===== src/rtl/gal_cfg_pkg.sv =====
// ----------------------------------------------------------------------------
// gal_cfg_pkg
// Shared definitions for the GAL fuse loader. It holds the loader state
// encoding, the ERR_CODE values and the helpers that derive the fuse and byte
// counts of a JEDEC stream from the AND-array geometry.
// ----------------------------------------------------------------------------
package gal_cfg_pkg;

   // The loader walks IDLE -> LOAD -> CHECK -> OK/FAIL. OK and FAIL are
   // parking states that only a new START leaves.
   typedef enum logic [2:0] {
      ST_IDLE,
      ST_LOAD,
      ST_CHECK,
      ST_OK,
      ST_FAIL
   } state_t;

   // These values appear on ERR_CODE once a load has failed.
   localparam logic [1:0] ERR_NONE  = 2'd0;
   localparam logic [1:0] ERR_SHORT = 2'd1;
   localparam logic [1:0] ERR_LONG  = 2'd2;
   localparam logic [1:0] ERR_CKSUM = 2'd3;

   // Every row holds two fuses per input, and two OLMC mode fuses follow the
   // last row.
   function automatic int nfuse(input int width, input int depth);
      return 2 * width * depth + 2;
   endfunction

   // The stream is padded up to a whole number of bytes.
   function automatic int nbytes(input int width, input int depth);
      return (nfuse(width, depth) + 7) / 8;
   endfunction

endpackage


===== src/rtl/gal_fuse_loader_if.sv =====
// ----------------------------------------------------------------------------
// gal_fuse_loader_if
// Byte stream that carries the JEDEC fuse image into the loader.
//   S_VALID  source has a fuse byte on S_DATA
//   S_READY  loader accepts the byte this cycle
//   S_DATA   fuse byte, bit 0 = lowest fuse index
//   S_LAST   marks the final byte of the stream
// The programmer drives the master modport and the loader uses the slave
// modport.
// ----------------------------------------------------------------------------
interface gal_fuse_loader_if;

   logic       S_VALID;
   logic       S_READY;
   logic [7:0] S_DATA;
   logic       S_LAST;

   modport master (
      output S_VALID,
      output S_DATA,
      output S_LAST,
      input  S_READY
   );

   modport slave (
      input  S_VALID,
      input  S_DATA,
      input  S_LAST,
      output S_READY
   );

endinterface


===== src/rtl/gal_fuse_rowbuf.sv =====
// ----------------------------------------------------------------------------
// gal_fuse_rowbuf
// Collects fuse bytes into AND-array rows of 2*WIDTH bits. The block emits one
// registered write for each completed row, and it stops after DEPTH rows so
// that mode and pad fuses never reach the product-term table.
//   clk, rst_n   clock and asynchronous active-low reset
//   i_clear      drop all progress (new load)
//   i_push       an accepted fuse byte is on i_data
//   i_data       fuse byte, bit 0 = lowest fuse
//   o_rowWe      one-cycle row write strobe
//   o_rowAddr    row index for the write
//   o_rowData    row fuses, bit 0 = lowest fuse of the row
// ----------------------------------------------------------------------------
module gal_fuse_rowbuf #(
   parameter int WIDTH = 8,
   parameter int DEPTH = 8
) (
   input  logic                     clk,
   input  logic                     rst_n,
   input  logic                     i_clear,
   input  logic                     i_push,
   input  logic [7:0]               i_data,
   output logic                     o_rowWe,
   output logic [$clog2(DEPTH)-1:0] o_rowAddr,
   output logic [2*WIDTH-1:0]       o_rowData
);

   localparam int RW = 2 * WIDTH;
   localparam int BW = RW + 8;
   localparam int FW = $clog2(RW + 8);
   localparam int AW = $clog2(DEPTH);
   localparam int CW = $clog2(DEPTH + 1);

   logic [BW-1:0]    r_buf;
   logic [FW-1:0]    r_fill;
   logic [CW-1:0]    r_rowCnt;
   logic             r_rowWe;
   logic [AW-1:0]    r_rowAddr;
   logic [RW-1:0]    r_rowData;

   logic [BW-1:0]    w_merged;
   logic [FW-1:0]    w_sumFill;
   logic             w_rowDone;
   logic             w_haveRoom;

   // The incoming byte lands directly above the bits already held. The buffer
   // always holds fewer than RW bits, and RW is at least 8, so one byte can
   // finish at most one row. Any bits left over start the next row.
   assign w_merged   = r_buf | (BW'(i_data) << r_fill);
   assign w_sumFill  = r_fill + FW'(8);
   assign w_rowDone  = (w_sumFill >= FW'(RW));
   assign w_haveRoom = (r_rowCnt < CW'(DEPTH));

   // Accumulate bits and register a row write when a row fills. When all
   // DEPTH rows are written, later bits still shift through the buffer, but
   // the block writes no more rows.
   always_ff @(posedge clk or negedge rst_n) begin
      if (!rst_n) begin
         r_buf     <= '0;
         r_fill    <= '0;
         r_rowCnt  <= '0;
         r_rowWe   <= 1'b0;
         r_rowAddr <= '0;
         r_rowData <= '0;
      end else if (i_clear) begin
         r_buf     <= '0;
         r_fill    <= '0;
         r_rowCnt  <= '0;
         r_rowWe   <= 1'b0;
         r_rowAddr <= '0;
         r_rowData <= '0;
      end else begin
         r_rowWe <= 1'b0;
         if (i_push) begin
            if (w_rowDone) begin
               r_buf  <= w_merged >> RW;
               r_fill <= w_sumFill - FW'(RW);
               if (w_haveRoom) begin
                  r_rowWe   <= 1'b1;
                  r_rowAddr <= r_rowCnt[AW-1:0];
                  r_rowData <= w_merged[RW-1:0];
                  r_rowCnt  <= r_rowCnt + CW'(1);
               end
            end else begin
               r_buf  <= w_merged;
               r_fill <= w_sumFill;
            end
         end
      end
   end

   assign o_rowWe   = r_rowWe;
   assign o_rowAddr = r_rowAddr;
   assign o_rowData = r_rowData;

endmodule


===== src/rtl/gal_fuse_loader.sv =====
// ----------------------------------------------------------------------------
// gal_fuse_loader
// Loads a JEDEC fuse stream into the GAL product-term table. It latches the
// two OLMC mode fuses, checks the 16-bit byte-sum checksum and reports the
// result.
//   C, R_N     clock and asynchronous active-low reset
//   START      one-cycle pulse that restarts a load from scratch
//   S          fuse byte stream (slave side)
//   CK_VALID   load CK_DATA as the expected checksum
//   CK_DATA    expected checksum
//   ROW_WE     one-cycle row write strobe, with ROW_ADDR and ROW_DATA
//   MODE       [0] REGISTERED, [1] INVERTED
//   DONE, ERR  held result levels
//   ERR_CODE   reason for ERR (short, long, checksum)
// ----------------------------------------------------------------------------
module gal_fuse_loader
   import gal_cfg_pkg::*;
#(
   parameter int WIDTH = 8,
   parameter int DEPTH = 8
) (
   input  logic                     C,
   input  logic                     R_N,
   input  logic                     START,
   gal_fuse_loader_if.slave         S,
   input  logic                     CK_VALID,
   input  logic [15:0]              CK_DATA,
   output logic                     ROW_WE,
   output logic [$clog2(DEPTH)-1:0] ROW_ADDR,
   output logic [2*WIDTH-1:0]       ROW_DATA,
   output logic [1:0]               MODE,
   output logic                     DONE,
   output logic                     ERR,
   output logic [1:0]               ERR_CODE
);

   localparam int NF  = nfuse(WIDTH, DEPTH);
   localparam int NB  = nbytes(WIDTH, DEPTH);
   localparam int BCW = $clog2(NB + 1);

   localparam int         M0_BYTE = (NF - 2) / 8;
   localparam logic [2:0] M0_BIT  = 3'((NF - 2) % 8);
   localparam int         M1_BYTE = (NF - 1) / 8;
   localparam logic [2:0] M1_BIT  = 3'((NF - 1) % 8);

   state_t           r_state;
   state_t           w_nextState;
   logic [BCW-1:0]   r_byteCnt;
   logic [15:0]      r_sum;
   logic [15:0]      r_ck;
   logic [1:0]       r_mode;
   logic [1:0]       r_errCode;

   logic             w_sReady;
   logic             w_accept;
   logic [BCW-1:0]   w_byteNext;
   logic             w_failSet;
   logic [1:0]       w_failCode;

   // The loader takes bytes only in LOAD. A byte that arrives in the same
   // cycle as START completes the handshake, but the loader drops it because
   // START wipes all progress at that edge.
   assign w_sReady   = (r_state == ST_LOAD);
   assign w_accept   = S.S_VALID & w_sReady & ~START;
   assign w_byteNext = r_byteCnt + BCW'(1);

   // State register.
   always_ff @(posedge C or negedge R_N) begin
      if (!R_N) begin
         r_state <= ST_IDLE;
      end else begin
         r_state <= w_nextState;
      end
   end

   // Next-state logic. The length checks run only on accepted bytes, so the
   // byte count can never pass NB. CHECK lasts one cycle and compares against
   // the checksum register, which may have been loaded on the final
   // handshake edge.
   always_comb begin
      w_nextState = r_state;
      w_failSet   = 1'b0;
      w_failCode  = ERR_NONE;
      if (START) begin
         w_nextState = ST_LOAD;
      end else begin
         case (r_state)
            ST_LOAD: begin
               if (w_accept) begin
                  if (w_byteNext == BCW'(NB)) begin
                     if (S.S_LAST) begin
                        w_nextState = ST_CHECK;
                     end else begin
                        w_nextState = ST_FAIL;
                        w_failSet   = 1'b1;
                        w_failCode  = ERR_LONG;
                     end
                  end else if (S.S_LAST) begin
                     w_nextState = ST_FAIL;
                     w_failSet   = 1'b1;
                     w_failCode  = ERR_SHORT;
                  end
               end
            end
            ST_CHECK: begin
               if (r_sum == r_ck) begin
                  w_nextState = ST_OK;
               end else begin
                  w_nextState = ST_FAIL;
                  w_failSet   = 1'b1;
                  w_failCode  = ERR_CKSUM;
               end
            end
            default: begin
               w_nextState = r_state;
            end
         endcase
      end
   end

   // Per-load progress: byte count, running sum, mode fuses and error code.
   // Pad bits are part of the sum. The loader takes each mode fuse from
   // whichever byte holds it, and that can be a different byte for each
   // fuse.
   always_ff @(posedge C or negedge R_N) begin
      if (!R_N) begin
         r_byteCnt <= '0;
         r_sum     <= '0;
         r_mode    <= '0;
         r_errCode <= ERR_NONE;
      end else if (START) begin
         r_byteCnt <= '0;
         r_sum     <= '0;
         r_mode    <= '0;
         r_errCode <= ERR_NONE;
      end else begin
         if (w_accept) begin
            r_byteCnt <= w_byteNext;
            r_sum     <= r_sum + {8'h00, S.S_DATA};
            if (r_byteCnt == BCW'(M0_BYTE)) begin
               r_mode[0] <= S.S_DATA[M0_BIT];
            end
            if (r_byteCnt == BCW'(M1_BYTE)) begin
               r_mode[1] <= S.S_DATA[M1_BIT];
            end
         end
         if (w_failSet) begin
            r_errCode <= w_failCode;
         end
      end
   end

   // The expected checksum lives outside the load progress. A restart does
   // not clear it, so the programmer can supply it before or during a load.
   always_ff @(posedge C or negedge R_N) begin
      if (!R_N) begin
         r_ck <= 16'h0000;
      end else if (CK_VALID) begin
         r_ck <= CK_DATA;
      end
   end

   gal_fuse_rowbuf #(
      .WIDTH (WIDTH),
      .DEPTH (DEPTH)
   ) u_rowbuf (
      .clk       (C),
      .rst_n     (R_N),
      .i_clear   (START),
      .i_push    (w_accept),
      .i_data    (S.S_DATA),
      .o_rowWe   (ROW_WE),
      .o_rowAddr (ROW_ADDR),
      .o_rowData (ROW_DATA)
   );

   assign S.S_READY = w_sReady;
   assign MODE      = r_mode;
   assign DONE      = (r_state == ST_OK);
   assign ERR       = (r_state == ST_FAIL);
   assign ERR_CODE  = r_errCode;

endmodule


===== src/flat_wrapper.sv =====
// flat-port wrapper written by rule: the top's interface ports become plain ports
module gal_fuse_loader_flat import gal_cfg_pkg::*;
#(
   parameter int WIDTH = 8,
   parameter int DEPTH = 8
)
  (C, R_N, START, CK_VALID, CK_DATA, ROW_WE, ROW_ADDR, ROW_DATA, MODE, DONE, ERR, ERR_CODE, S_S_VALID, S_S_DATA, S_S_LAST, S_S_READY);
  gal_fuse_loader_if S_i ();
  input  logic C;
  input  logic R_N;
  input  logic START;
  input  logic CK_VALID;
  input  logic [15:0] CK_DATA;
  output logic ROW_WE;
  output logic [$clog2(DEPTH)-1:0] ROW_ADDR;
  output logic [2*WIDTH-1:0] ROW_DATA;
  output logic [1:0] MODE;
  output logic DONE;
  output logic ERR;
  output logic [1:0] ERR_CODE;
  input wire logic [$bits(S_i.S_VALID)-1:0] S_S_VALID;
  input wire logic [$bits(S_i.S_DATA)-1:0] S_S_DATA;
  input wire logic [$bits(S_i.S_LAST)-1:0] S_S_LAST;
  output wire logic [$bits(S_i.S_READY)-1:0] S_S_READY;
  assign S_i.S_VALID = S_S_VALID;
  assign S_i.S_DATA = S_S_DATA;
  assign S_i.S_LAST = S_S_LAST;
  assign S_S_READY = S_i.S_READY;
  gal_fuse_loader #(.WIDTH(WIDTH), .DEPTH(DEPTH)) u_core (.C(C), .R_N(R_N), .START(START), .S(S_i), .CK_VALID(CK_VALID), .CK_DATA(CK_DATA), .ROW_WE(ROW_WE), .ROW_ADDR(ROW_ADDR), .ROW_DATA(ROW_DATA), .MODE(MODE), .DONE(DONE), .ERR(ERR), .ERR_CODE(ERR_CODE));
endmodule

===== config.mk =====
export PLATFORM = sky130hd
export DESIGN_NAME = gal_fuse_loader_flat
export DESIGN_NICKNAME = d
export VERILOG_FILES = /design/src/rtl/gal_cfg_pkg.sv /design/src/rtl/gal_fuse_loader_if.sv /design/src/rtl/gal_fuse_rowbuf.sv /design/src/rtl/gal_fuse_loader.sv /design/src/flat_wrapper.sv
export SDC_FILE = /design/constraint.sdc
export NUM_CORES = 1
export LEC_CHECK = 0
export BUFFER_PORTS_ARGS = -buffer_cell sky130_fd_sc_hd__clkbuf_2
export CORE_MARGIN = 2
export CORE_UTILIZATION = 41
export DETAILED_ROUTE_END_ITERATION = 8
export PLACE_DENSITY_LB_ADDON = 0.08
export SYNTH_ARGS = -nofsm -noshare
export SYNTH_HDL_FRONTEND = slang
export SYNTH_HIERARCHICAL = 1
export SYNTH_SLANG_ARGS = --single-unit

===== constraint.sdc =====
create_clock -name C -period 3.5 [get_ports C]
set_clock_uncertainty 0.05 [all_clocks]
set_input_delay 0.175 -clock C [delete_from_list [all_inputs] [get_ports C]]
set_output_delay 0.175 -clock C [all_outputs]
set_load 0.05 [all_outputs]

# Word-level counts from Yosys, hierarchy flattened
# Cells that the tools add are included.
[word_totals]
in_bits = 30
ff_bits = 97
word_cells = 94
out_inout_bits = 27
[classes]
add_sub_neg = 5
n_lt_le_gt_ge = 2
bitwise_logic = 4
shifts = 1
reduce_logical = 9
muxes = 52
n_eq_ne = 9
[ops]
columns = ["op", "count"]
rows = [
  ["2-to-1 mux 16 bit", 6],
  ["2-to-1 mux 24 bit", 3],
  ["2-to-1 mux 3 bit", 10],
  ["2-to-1 mux 5 bit", 5],
  ["OR 24 bit", 1],
  ["<< shifter 8 x 5 -> 24 bit", 1],
  ["adder 16 x 8 -> 16 bit", 1],
  ["equality test 16 bit", 1],
  ["2-to-1 mux 2 bit", 8],
  ["2-to-1 mux 4 bit", 4],
  ["2-to-1 mux 1 bit", 13],
  ["equality test 5 bit (second input constant)", 2],
  ["nonzero test 2 bit", 5],
  ["equality test 3 x 2 -> 1 bit (second input constant)", 2],
  ["case mux 3 bit (2 select lines)", 1],
  ["AND reduction 3 bit", 2],
  ["adder 5 x 1 -> 5 bit (second input constant)", 1],
  ["adder 5 x 4 -> 5 bit (second input constant)", 1],
  [">= comparator 5 bit (second input constant)", 1],
  ["subtractor 5 bit (second input constant)", 1],
  ["adder 4 x 1 -> 4 bit (second input constant)", 1],
  ["< comparator 4 bit (second input constant)", 1],
  ["inequality test 4 bit (second input constant)", 1],
  ["case mux 2 bit (2 select lines)", 1],
  ["8 further kinds", 9],
]

# Depth between registers and ports, before layout
[depth]
word_depth = 8
mapped_depth = 8
ltp_nobuf = 8

# Modules after synthesis
# Netlist, hierarchy kept.
[modules_own_cells]
columns = ["mod", "instances", "cells_per_inst", "seq_area_each_um2", "area_each_um2"]
rows = [
  ["gal_fuse_loader", 1, 256, 1101.1, 2648.8],
  ["gal_fuse_rowbuf", 1, 179, 1251.2, 2139.6],
]

# Worst setup path after synthesis
# No wires, ideal clock.
[synth_path]
kind = "register to register"
from = "reg u_core.r_sum[0]"
to = "reg u_core.r_sum[10]"
n_path_buf = 0
period_less_slack_ps = 2197
required_time_ps = 3325
setup_ps = 125
setup_slack_ps = 1303
arrival_time_ps = 2022
stages_incl_launch_ff = 8
path_cell_list = "dfrtp_1 ha_1 fa_1 a211oi_1 o21bai_1 o22ai_1 nor3b_1 mux2_2"
[synth_via]
elab_chain_cells = 3
[synth_lines]
columns = ["element", "line", "rtl"]
rows = [
  ["start, declared", "gal_fuse_loader.sv:49", "logic [15:0] r_sum;"],
  ["start signal, assigned", "gal_fuse_loader.sv:139", "r_sum <= r_sum + {8'h00, S.S_DATA};"],
  ["adder 16 x 8 -> 16 bit", "gal_fuse_loader.sv:139", ""],
  ["2-to-1 mux 16 bit", "gal_fuse_loader.sv:137", "if (w_accept) begin"],
  ["2-to-1 mux 16 bit", "gal_fuse_loader.sv:131", "end else if (START) begin"],
]
# Every way passes these cells. The select of a mux whose other input is x is not followed.
# A chain may end at the register's enable or synchronous reset.

# Worst setup path in the final report
# Same ends and word-level chain as after synthesis.

==> impl_metrics.toml <==
[final_layout]
fin_nets = 541
fin_area_sq_mm = 0.00560
drive_above_1_share = 0.245
n_antenna_cell = 0
syn_to_final_growth_pct = 16.9

[worst_setup_path]
cp-start-kind = "register"
r2r_setup_slack_ps = 1020
required_ps = 3690
crit_type = "register to register"
cp_max_fo = 7
worstRegToRegCells = 7
r2r-start = "u_core/r_sum[0]$_DFFE_PN0P_"
critPathBufInv = 0
worst-path-stages = 7
crit_path_end_kind = "register"
cp_top_family = "compound AO/OA/AOI/OAI gates"
slowest_stage = "fa_1"
regToRegEndpoint = "u_core/r_sum[10]$_DFFE_PN0P_"
slowest_delay_ps = 420
critical_path_arrival_ps = 2670
cp_cell_sequence = "ha_1, fa_1, a211oi_1, o21bai_1, o22ai_1, nor3b_1, mux2_2"

[timing]
setup_viol = 0
fin_tns_setup_ps = 0
fin_crit_ps = 2480
whs_ps = 10.3
hold_viol_final = 0
slew_viol_final = 0
max_slew_margin = 0.407
tightest_slew_ps = 890
fmax_ghz = 0.403
rsz0062_at_grt = "false"
period_share = 0.709

[global_routing]
antenna_found_initial = 0
grt_pass1_vias = 3527
overflow = 0
grt_usage = 0.183
grt_first_pass_wirelength_microns = 18200
grt_max_degree = 64

[floorplanning]
dieArea_sq_mm = 0.0126
die_h_microns = 112
initial_core_util = 0.419
die_w_microns = 112
coreArea_sq_mm = 0.0114
fp-row-count = 39
io_pins = 57

[synthesis]
synth_seq_cells = 94
ys.flop_type = "dfrtp_1"
synth_seq_area_share = 0.491
ys_async_sr_fraction = 1.00
ys_warn_count = 6
syn_nets = 479
synth-edff-count = 0
synthTopCellsByArea = "dfrtp_1 49%, a21oi_1 4.9%, mux2_2 4.7%"
yosysTopAreaCellShare = 0.491
yosysUniqueCellTypes = 65
syn_inst = 435
syn_area_sq_mm = 0.00479
avgSynthCellArea_sq_um = 11.0
synth_area_leader_cell = "dfrtp_1"

[route]
first_iter_violations = 234
via_per_inst = 5.47
ant_nets = 0
dr.pass1.iters = 4
wl_per_cell_microns = 16.8
drt-total-wl_microns = 10800
vias = 3527
drc = 0

[placement]
placed_area_sq_mm = 0.00520
port-buffer-count = 56
dp_hpwl_microns = 7350
gp_congestion = 0.826

[pwr]
worst_ir_drop_vdd_mv = 0.235
leakage_uw = 0.00261
p_per_area_mw_per_mm2 = 477

[cts]
cts_tree = "yes"
clk_pin_slew_worst_paths_ps = 70
cts_buffer_depth = 2
clock_sinks = 94
h-tree-depth = 3
cts_inserted_buffers = 9
clockRootBuffer = "clkbuf_16"
cts-resized-gates = 0
clkLatencyLatePin_ps = 350

[job]
maxCapViolCount = 0

[hold_path]
whs_path_depth = 2
whs_endpoint = "u_core/r_ck[12]$_DFFE_PN0P_"
hold_class = "input port to register"
holdCritStartpoint = "CK_DATA[12]"

[outcome]
status = "finished, final reports clean"
-- power breakdown --
group	internal, uW	switching, uW
registers	1150	78.3
clock network	482	436
logic	209	309
-- how the worst max path moves through the flow --
stage,startpoint,to,slack [ps]
6_report,u_core/r_sum[0]$_DFFE_PN0P_,u_core/r_sum[10]$_DFFE_PN0P_,1020
3_5_place_dp,S_S_DATA[0],u_core/r_sum[10]$_DFFE_PN0P_,1050
3_3_place_gp,S_S_DATA[0],u_core/r_sum[10]$_DFFE_PN0P_,1130
5_1_grt,u_core/r_sum[0]$_DFFE_PN0P_,u_core/r_sum[10]$_DFFE_PN0P_,820
2_1_floorplan,u_core/r_sum[0]$_DFFE_PN0P_,u_core/r_sum[10]$_DFFE_PN0P_,1300
4_1_cts,u_core/r_sum[0]$_DFFE_PN0P_,u_core/r_sum[10]$_DFFE_PN0P_,1040
-- logic make-up after synthesis --
family,Yosys count,synth area share
AO/OA/AOI/OAI,124,0.194
XOR/XNOR,26,0.0491
adder cells (fa/ha/maj),14,0.0382
buffers and inverters,34,0.0295
flip-flops,94,0.491
multiplexers,24,0.0557
AND/OR/NAND/NOR,119,0.143
-- synthesized netlist by cell type, types with 4 or more instances --
library cell and instances:
a21o_1 9, a21oi_1 47, a22o_1 4, a22oi_1 6, and2_1 16, buf_1 5
clkbuf_1 14, dfrtp_1 94, ha_1 13, inv_1 10, mux2_2 20, nand2_1 19
nand2b_1 6, nand3_1 6, nand4_1 5, nor2_1 23, nor2b_1 8, nor3_1 4
nor3b_1 4, nor4_1 5, o21ai_0 6, o22ai_1 7, o2bb2ai_1 7, o2bb2ai_2 10
or3_1 8, xnor2_1 5, xor2_1 20
-- worst reg2reg max path: cells and delay by family (launching register included) --
family,cells,cell delay [ps]
flip-flops,1,410
AO/OA/AOI/OAI,3,860
multiplexers,1,290
AND/OR/NAND/NOR,1,120
adder cells (fa/ha/maj),2,640
-- layer usage --
layer / wire (microns) / global-route usage / up-vias
li1: - / - / 1713
met4: 101 / 0.0756 / 0
met2: 5080 / 0.279 / 52
met5: 0 / 0 / -
met3: 424 / 0.0302 / 7
met1: 5240 / 0.262 / 1755
-- through the flow --
step	power [uW]	setup slack, ps	instances	util
3_5_place_dp	1760	1050	617	0.455
6_report	2670	1020	645	0.490
5_1_grt	2810	817	645	0.490
2_1_floorplan	1610	1300	435	-
4_1_cts	2710	1040	645	0.490
3_3_place_gp	1750	1130	617	0.455
-- layout make-up --
cell class	count	area, sq um
clock buffer	9	225
fill	1081	5820
sequential	94	2350
tap	143	179
inverter	11	41.3
multi-input combinational	307	2300
clock inverter	7	51.3
timing repair buffer	74	448
-- cell usage in the layout (no fill, tap or decap), types with 12 or more instances in the layout --
cell type	synthesis	routed
a21oi_1	47	46
and2_1	16	16
clkbuf_2	0	55
dfrtp_1	94	94
dlygate4sd3_1	0	12
ha_1	13	13
mux2_2	20	20
nand2_1	19	19
nor2_1	23	23
xor2_1	20	20
-- sequential cells by signal (all words and copies together), names as in the netlist --
name / count
u_core/r_ck: 16
u_core/r_byteCnt: 5
u_core/u_rowbuf/r_rowCnt: 4
u_core/r_state: 3
u_core/ERR_CODE: 2
u_core/u_rowbuf/o_rowData: 16
u_core/u_rowbuf/r_fill: 2
u_core/u_rowbuf/o_rowWe: 1
u_core/u_rowbuf/r_buf: 24
u_core/MODE: 2
u_core/u_rowbuf/o_rowAddr: 3
u_core/r_sum: 16
-- timing repair --
action,4_1_cts,5_1_grt
endpoints found under the hold margin,72,0
hold buffers,12,0
buffers inserted,0,0
(Power assumes the default switching activity.)
